==> src/rtl/reg_bank8_wr.sv <==
// reg_bank8_wr: write side of the 8 x DATA_W register bank with a one-register-per-cycle clear sweep.
// Optional {N,Z,P} flags of the last accepted write are enabled by defining REGBANK_NZP_EN.
module reg_bank8_wr #(
    parameter int DATA_W = 16
) (
    input  logic              clk,
    input  logic              rst_n,
    input  logic              wr_en,
    input  logic [2:0]        wr_sel,
    input  logic [DATA_W-1:0] wr_data,
    output logic              wr_ready,
    input  logic              clr_req,
    output logic              busy,
`ifdef REGBANK_NZP_EN
    output logic [2:0]        nzp,
`endif
    output logic [DATA_W-1:0] q0,
    output logic [DATA_W-1:0] q1,
    output logic [DATA_W-1:0] q2,
    output logic [DATA_W-1:0] q3,
    output logic [DATA_W-1:0] q4,
    output logic [DATA_W-1:0] q5,
    output logic [DATA_W-1:0] q6,
    output logic [DATA_W-1:0] q7
);
    typedef enum logic {IDLE, SWEEP} stateT;
    stateT             state;
    logic [2:0]        sweepCnt;
    logic [DATA_W-1:0] regFile [8];
    logic              accept;
    // A clear request in IDLE takes priority over a same-cycle write, so it also blocks ready.
    assign wr_ready = (state == IDLE) && !clr_req;
    assign accept   = wr_en && wr_ready;
    assign q0 = regFile[0];
    assign q1 = regFile[1];
    assign q2 = regFile[2];
    assign q3 = regFile[3];
    assign q4 = regFile[4];
    assign q5 = regFile[5];
    assign q6 = regFile[6];
    assign q7 = regFile[7];
    // Sweep control: one pass of eight cycles, ended by the terminal count rather than a wrap.
    always_ff @(posedge clk) begin
        if (!rst_n) begin
            state    <= IDLE;
            busy     <= 1'b0;
            sweepCnt <= 3'd0;
        end else if (state == IDLE) begin
            if (clr_req) begin
                state    <= SWEEP;
                busy     <= 1'b1;
                sweepCnt <= 3'd0;
            end
        end else begin
            sweepCnt <= sweepCnt + 3'd1;
            if (sweepCnt == 3'd7) begin
                state <= IDLE;
                busy  <= 1'b0;
            end
        end
    end
    // Storage: the sweep zeroes the counted register; otherwise an accepted write lands in its target.
    always_ff @(posedge clk) begin
        if (!rst_n) begin
            for (int i = 0; i < 8; i++) regFile[i] <= '0;
        end else if (state == SWEEP) begin
            regFile[sweepCnt] <= '0;
        end else if (accept) begin
            regFile[wr_sel] <= wr_data;
        end
    end
`ifdef REGBANK_NZP_EN
    // Sign/zero flags track accepted writes only; sweep clears leave them untouched.
    always_ff @(posedge clk) begin
        if (!rst_n) nzp <= 3'b010;
        else if (accept) nzp <= {wr_data[DATA_W-1], wr_data == '0, !wr_data[DATA_W-1] && wr_data != '0};
    end
`endif
endmodule

==> config.mk <==
export PLATFORM = sky130hd
export DESIGN_NAME = reg_bank8_wr
export DESIGN_NICKNAME = d
export VERILOG_FILES = /design/src/rtl/reg_bank8_wr.sv
export SDC_FILE = /design/constraint.sdc
export NUM_CORES = 1
export LEC_CHECK = 0
export ABC_AREA = 1
export BUFFER_PORTS_ARGS = -buffer_cell sky130_fd_sc_hd__buf_4
export CORE_ASPECT_RATIO = 1.1
export CORE_MARGIN = 1
export CORE_UTILIZATION = 35
export DETAILED_ROUTE_END_ITERATION = 7
export SYNTH_ARGS = -nofsm -noshare
export SYNTH_HDL_FRONTEND = slang
export SYNTH_SLANG_ARGS = --single-unit
==> constraint.sdc <==
create_clock -name clk -period 3.41 [get_ports clk]
set_input_delay 0.1705 -clock clk [delete_from_list [all_inputs] [get_ports clk]]
set_output_delay 0.1705 -clock clk [all_outputs]
set_load 0.05 [all_outputs]
==> summary.txt, run 1 <==
Status
  – Result of the run: complete, no violations

Routing
  – Wire length on met1: 5130 um
  – Number of nets still failing antenna checks after routing: 0
  – Routed Wire Length: 12,300 um
  – Uppermost routed layer: met4
  – Number of vias per cell after detailed routing: 4.54
  – Detailed-route DRC error count: 0
  – Drt first pass iters: 5
  – Total number of vias: 3,252
  – DRC marker count from the first detailed-route iteration: 201
  – Post-DR wirelength/cell: 17.2 um
  – Met3 Wirelength: 1100 um
  – Detailed route wirelength on metal2: 5960 um

Clocking
  – Total setup buffers inserted after CTS: 0
  – Clock root cell: sky130_fd_sc_hd__clkbuf_16
  – Post-CTS Resized: 0
  – Clock buffer depth: 2
  – H-tree Lvls: 4
  – Clock latency reported for the late side of the worst-skew pair: 0.41 ns
  – Clock buffers created by TritonCTS: 17
  – Clock-pin transition on the worst setup and hold timing paths: 0.06 ns
  – TritonCTS clock tree: built
  – # clock sinks: 133
  – Post-CTS Hold Buffers: 0

Logic synthesis
  – Fraction of registers with async set/reset: 0
  – Top cell types by occurrence after synthesis: 131 x sky130_fd_sc_hd__nor2_1, 128 x sky130_fd_sc_hd__edfxtp_1, 36 x sky130_fd_sc_hd__nand2_1
  – Mean instance size in the synthesized netlist: 14.2 um^2
  – Cell type with the highest aggregate area in the netlist: sky130_fd_sc_hd__edfxtp_1
  – Most repeated cell in the gate-level netlist after synthesis: sky130_fd_sc_hd__nor2_1
  – Flip-flop and latch count after synthesis: 133
  – Net count of the mapped netlist: 379
  – Area contributors post-synth: sky130_fd_sc_hd__edfxtp_1 76%, sky130_fd_sc_hd__nor2_1 9.8%, sky130_fd_sc_hd__nand2_1 2.7%
  – Number of unique standard cell types used by synthesis: 20
  – Number of enable-type register cells in the synthesized netlist: 128
  – Syn. warnings: 0
  – Portion of the post-synthesis area used by sequential elements: 0.783
  – Fraction of post-synthesis cell area in the top cell type by area: 0.763
  – Synthesized netlist cell count: 354
  – Primary flip-flop cell chosen by synthesis mapping: sky130_fd_sc_hd__edfxtp_1
  – Post-synthesis instance area: 5040 um^2

Critical path
  – Critical path class: register to register
  – Worst-path fanout max: 17
  – Worst EP arrival: 2.34 ns
  – Category of the worst setup path launch point: register
  – Required time of the worst setup path: 3.44 ns
  – Sort of element at the end of the critical path: register

Timing
  – Sum of negative setup slack: 0 ns
  – Final worst-path cycle share: 0.676
  – Setup violators final: 0
  – Worst slew margin relative to its limit: 0.531
  – Final-report max-slew violation count: 0
  – RSZ-0062 raised after global routing: no
  – Count of endpoints failing hold in the final timing report: 0
  – Minimum hold slack: 0.0171 ns
  – Fin Clk Skew: 0.00732 ns
  – Worst-margin pin slew: about 0.7 ns
  – Min Tclk post-route: about 2.3 ns
  – Max Clk Rate: 0.434 GHz

Job
  – Max-cap violations: 0

Finish
  – Antenna diode instance count: 0
  – Fraction of final layout cells with drive strength greater than 1: 0.394
  – Synthesis-to-layout area growth: 37.1%
  – Total number of nets in the final design: 540
  – FILL cells: 1,197

Power
  – Peak ir drop on the vdd network: 0.296 mV
  – Power density over the cells: between 600 and 700 nW/um^2
  – Static leakage: 0.00278 uW

Die
  – Y dimension of the die: 128 um
  – Core Box Area: 13,900 um^2
  – Die width: 116 um
  – Die Outline Area: 14,900 um^2
  – Boundary Pins: around 150
  – Number of core rows: 45
  – Initial core utilization: 0.362

Placed design
  – Count of buffers inserted at the top-level ports: 152
  – Routability congestion estimate from global placement: around 0.83
  – Half-perimeter wire length after detailed placement: 9080 um

Global route
  – Maximum number of pins on one net before global-route repair: 18
  – Overall track demand over capacity in global routing: 0.168
  – Wire length of the first global-routing pass: 17,700 um
  – Number of antenna violations at the first check in global routing: 0
  – Number of global-route vias before repair: 3,178
  – Congestion Overflow GR: 0

Worst hold path
  – Worst Hold Class: input port to register
==> flip-flops by register name (all words and copies together), names as in the netlist <==
signal	count
regFile	128
state	1
busy	1
sweepCnt	3
==> report_power, final <==
part / switching [uW] / leakage [uW] / total, uW / internal [uW]
logic: 360 / 0.00114 / 476 / 116
registers: 33.3 / 0.00137 / 1890 / 1860
clock network: 657 / 0.000274 / 1790 / 1140
==> cells by family (layout without fill, tap and decap cells) <==
logic type | after synthesis | in the layout | share of synthesized area
AOI/OAI and AO/OA | 5 | 5 | 0.00696
adders and majority gates | 2 | 2 | 0.00497
buffers and inverters | 19 | 193 | 0.0268
and+or+nand+nor | 195 | 195 | 0.178
DFF | 133 | 133 | 0.783
==> routing by layer <==
metal | up-vias | global-route usage
li1 | 1528 | -
met1 | 1553 | 0.214
met5 | - | 0
met3 | 10 | 0.0492
met2 | 161 | 0.274
met4 | 0 | 0.0543
==> critical path: stages, from the launching register on <==
cell and delay (ns):
sky130_fd_sc_hd__dfxtp_1 0.34, sky130_fd_sc_hd__inv_1 0.08, sky130_fd_sc_hd__nand2_1 0.10, sky130_fd_sc_hd__nor2_4 0.35
sky130_fd_sc_hd__nor2_4 0.12, sky130_fd_sc_hd__nor2_8 0.21, sky130_fd_sc_hd__nand2_4 0.16, sky130_fd_sc_hd__nand2_1 0.56
==> cell usage in the layout, fill, tap and decap left out <==
master,instances
sky130_fd_sc_hd__clkinv_2,6
sky130_fd_sc_hd__buf_4,153
sky130_fd_sc_hd__nor2_4,6
sky130_fd_sc_hd__nand2_1,36
sky130_fd_sc_hd__nor2_8,2
sky130_fd_sc_hd__clkbuf_16,17
sky130_fd_sc_hd__ha_1,2
sky130_fd_sc_hd__edfxtp_1,128
sky130_fd_sc_hd__nand2_4,8
sky130_fd_sc_hd__bufinv_16,3
sky130_fd_sc_hd__clkinvlp_4,6
sky130_fd_sc_hd__clkinv_1,1
sky130_fd_sc_hd__dfxtp_1,5
sky130_fd_sc_hd__o21ai_0,1
sky130_fd_sc_hd__nand2_2,6
sky130_fd_sc_hd__nor2_1,131
sky130_fd_sc_hd__nand3_1,4
sky130_fd_sc_hd__inv_2,1
sky130_fd_sc_hd__nand3b_1,2
sky130_fd_sc_hd__a32o_1,2
sky130_fd_sc_hd__inv_1,6
sky130_fd_sc_hd__a21oi_1,2
==> cell type report <==
type                       instances  area, um^2  share of cell area
clock buffer                      17         425              0.0616
timing repair buffer             153        1150               0.166
multi-input combinational        202         957               0.139
clock inverter                    15         164              0.0237
tap                              188         235              0.0341
sequential                       133        3940               0.571
inverter                           8        31.3             0.00453
==> final timing paths <==
kind	cells past startpoint	from	end	slack [ns]
worst max register to register	7	state$_SDFF_PN0_	regFile[5][7]$_SDFFCE_PN0P_	1.10
worst max-delay path	7	state$_SDFF_PN0_	regFile[5][7]$_SDFFCE_PN0P_	1.10
worst min register to register	2	busy$_SDFFE_PN0P_	busy$_SDFFE_PN0P_	0.49
worst min-delay path	3	clr_req	busy$_SDFFE_PN0P_	0.02
==> through the flow <==
step / instance area, um^2 / instances / util / power [uW] / setup slack (ns)
after CTS: 6910 / 716 / 0.497 / 4180 / 1.10
final: 6910 / 716 / 0.497 / 4160 / 1.10
after floorplan: 5040 / 354 / - / 2250 / 1.38
after global routing: 6910 / 716 / 0.497 / 4270 / 0.900
after global placement: 6320 / 684 / 0.454 / 2400 / 1.18
after detailed placement: 6320 / 684 / 0.454 / 2410 / 1.10
Note: power is estimated with default switching activity, not from simulation.
==> run 2, diff against run 1 <==
clock period = 2.31 ns   (was 3.41 ns; I/O delays follow)
==> run 2 against run 1 <==
Net effect:
- final area rose by 0.16%
- critical path type unchanged
- flip-flop and latch count did not move
- first-iteration DRC count rose by 37%
- register-to-register slack got worse by 0.77 ns
- hold slack improved by 0.034 ns
- combinational power rose by 53%
- highest routed layer unchanged
- critical endpoint is now regFile[7][14]$_SDFFCE_PN0P_
- sequential power rose by 47%
==> summary.txt, run 2 (synthesis gave the netlist of run 1 again) <==
Status
  – Result of the run: complete, no violations

Critical path
  – Worst r2r src: state$_SDFF_PN0_
  – List of cells traversed by the critical path: nor2_1 > buf_4 > nand3b_1 > nand2_1 > nor2_4 > nand2_4 > nand2_1 > buf_12
  – Worst-path fanout max: 17 (unchanged)
  – Critical path class: register to register
  – Register-to-register path setup slack: 0.33 ns (-0.77 ns)
  – Worst EP arrival: 2.10 ns (-0.24 ns)
  – Most repeated library cell on the critical path: sky130_fd_sc_hd__nand2_1
  – R2R Path End: regFile[7][14]$_SDFFCE_PN0P_
  – Category of the worst setup path launch point: register
  – Worst-path cell with the longest stage delay: sky130_fd_sc_hd__dfxtp_1
  – Sort of element at the end of the critical path: register
  – Depth of the most critical reg-to-reg path: 8 (+1)
  – CP peak stage delay: 0.38 ns (-0.18 ns)
  – End point of the critical path: regFile[7][14]$_SDFFCE_PN0P_
  – Crit path from: state$_SDFF_PN0_
  – Required time of the worst setup path: 2.43 ns (-1.01 ns)

Placed design
  – Half-perimeter wire length after detailed placement: 8850 um (-2.6%)
  – Count of buffers inserted at the top-level ports: 152 (unchanged)
  – Routability congestion estimate from global placement: 0.845 (+2.2%)
  – Instance area after placement: 6400 um^2 (+1.3%)
  – Placement Setup Slack: 0.345 ns (-0.754 ns)

Clocking
  – Clock latency reported for the late side of the worst-skew pair: 0.41 ns (about the same)
  – Post-CTS Resized: 0 (unchanged)
  – Clock-pin transition on the worst setup and hold timing paths: 0.05 ns (about the same)
  – Total setup buffers inserted after CTS: 0 (unchanged)
  – H-tree Lvls: 4 (unchanged)
  – Clock root cell: sky130_fd_sc_hd__clkbuf_16
  – # clock sinks: 133 (unchanged)
  – Post-CTS Hold Buffers: 1 (+1)
  – TritonCTS clock tree: built
  – Clock buffer depth: 2 (unchanged)
  – Clock buffers created by TritonCTS: 17 (unchanged)

Routing
  – Drt first pass iters: 4 (-1)
  – Detailed-route DRC error count: 0 (unchanged)
  – Routed Wire Length: 12,500 um (+1.2%)
  – Number of vias per cell after detailed routing: 4.52 (-0.41%)
  – Number of nets still failing antenna checks after routing: 0 (unchanged)
  – Total number of vias: 3,284 (+0.98%)
  – Post-DR wirelength/cell: 17.2 um (-0.20%)
  – DRC marker count from the first detailed-route iteration: 276 (+37%)

Power
  – Peak ir drop on the vdd network: 0.335 mV (+13%)
  – Power density over the cells: 850 nW/um^2 (+41%)
  – Static leakage: 0.00281 uW (+0.94%)

Job
  – Max-cap violations: 0 (unchanged)

Timing
  – Count of endpoints failing hold in the final timing report: 0 (unchanged)
  – Worst slew margin relative to its limit: 0.718 (+0.187)
  – Min Tclk post-route: 1.98 ns (-0.330 ns)
  – Sum of negative setup slack: 0 ns (unchanged)
  – Worst-margin pin slew: 0.422 ns (-0.280 ns)
  – Minimum hold slack: 0.0512 ns (+0.0341 ns)
  – RSZ-0062 raised after global routing: no
  – Setup violators final: 0 (unchanged)
  – Final worst-path cycle share: 0.856 (+0.179)
  – Fin Clk Skew: 0.00590 ns (-0.00142 ns)
  – Worst-case setup margin in the final layout: 0.333 ns (-0.770 ns)
  – Max Clk Rate: 0.506 GHz (+17%)
  – Final-report max-slew violation count: 0 (unchanged)

Finish
  – Area used by multi-input combinational logic: 957 um^2 (unchanged)
  – Leading cell type in the layout, fill and taps excluded: sky130_fd_sc_hd__buf_4
  – Synthesis-to-layout area growth: 37.3%
  – Fraction of final layout cells with drive strength greater than 1: 0.383 (-0.0110)
  – Post-route cell area: 6920 um^2 (+0.16%)
  – Largest registers: regFile (128), sweepCnt (3)
  – Most frequent cells in the layout: 161 x sky130_fd_sc_hd__buf_4, 131 x sky130_fd_sc_hd__nor2_1, 128 x sky130_fd_sc_hd__edfxtp_1
  – Register with the most flip-flops: regFile
  – Final core utilization: 0.497 (+0.000810)
  – Antenna diode instance count: 0 (unchanged)
  – Total number of nets in the final design: 550 (+1.9%)
  – FILL cells: 1,232 (+2.9%)
  – Number of flip-flops in the largest register: 128 (unchanged)
  – Area of all sequential standard cells: 3940 um^2 (unchanged)

Global route
  – Number of global-route vias before repair: 3,294 (+3.7%)
  – Maximum number of pins on one net before global-route repair: 18 (unchanged)
  – Overall track demand over capacity in global routing: 0.177 (+0.00934)
  – Congestion Overflow GR: 0 (unchanged)
  – Number of antenna violations at the first check in global routing: 0 (unchanged)
  – Wire length of the first global-routing pass: 18,700 um (+5.4%)

Die
  – Number of core rows: 45 (unchanged)
  – Die Outline Area: 14,900 um^2 (unchanged)
  – Initial core utilization: 0.362 (unchanged)
  – Core Box Area: 13,900 um^2 (unchanged)
  – Y dimension of the die: 128 um (unchanged)
  – Die width: 116 um (unchanged)
  – Boundary Pins: 153 (unchanged)

Worst hold path
  – Worst Hold Class: input port to register
==> run 2: cell type report <==
| cell class | instances | area share |
|---|---|---|
| Multi-Input combinational cell | 202 | 0.138 |
| Clock buffer | 24 | 0.0653 |
| Tap cell | 188 | 0.0340 |
| Inverter | 8 | 0.00452 |
| Timing Repair Buffer | 163 | 0.179 |
| Sequential cell | 133 | 0.570 |
| Clock inverter | 8 | 0.00850 |
==> run 2: where the power goes <==
part	internal [uW]	switching, uW	leakage [uW]	total (uW)
logic	187	542	0.00119	729
registers	2740	41.0	0.00137	2780
clock network	1450	909	0.000248	2360
==> run 2: how the worst min path moves through the flow <==
stage            start                        to  slack, ns  cells after the start
5_1_grt          rst_n          state$_SDFF_PN0_       0.04                      3
3_5_place_dp   clr_req         busy$_SDFFE_PN0P_       0.38                      3
3_3_place_gp   clr_req         busy$_SDFFE_PN0P_       0.39                      3
6_report         rst_n  sweepCnt[0]$_SDFFE_PN0P_       0.05                      3
4_1_cts          rst_n  sweepCnt[0]$_SDFFE_PN0P_       0.03                      3
2_1_floorplan  clr_req         busy$_SDFFE_PN0P_       0.26                      2
==> run 2: through the flow <==
step	cells	power, uW
final	726	5880
after global routing	726	6080
after CTS	726	5920
after detailed placement	693	3570
after global placement	693	3560
after floorplan	354	3310
==> run 2: worst max-delay path: cells and delay by family (launching register included) <==
| kind | cells | cell delay (ns) |
|---|---|---|
| DFF | 1 | 0.38 |
| and+or+nand+nor | 6 | 0.94 |
| buffers and inverters | 2 | 0.35 |
==> run 2: metal layers <==
metal  wire [um]  up-vias  GRT usage
met2        6050      141      0.282
met3         917       15     0.0643
met1        5310     1571      0.222
met4         194        0     0.0618
li1            -     1557          -
met5           0        -          0
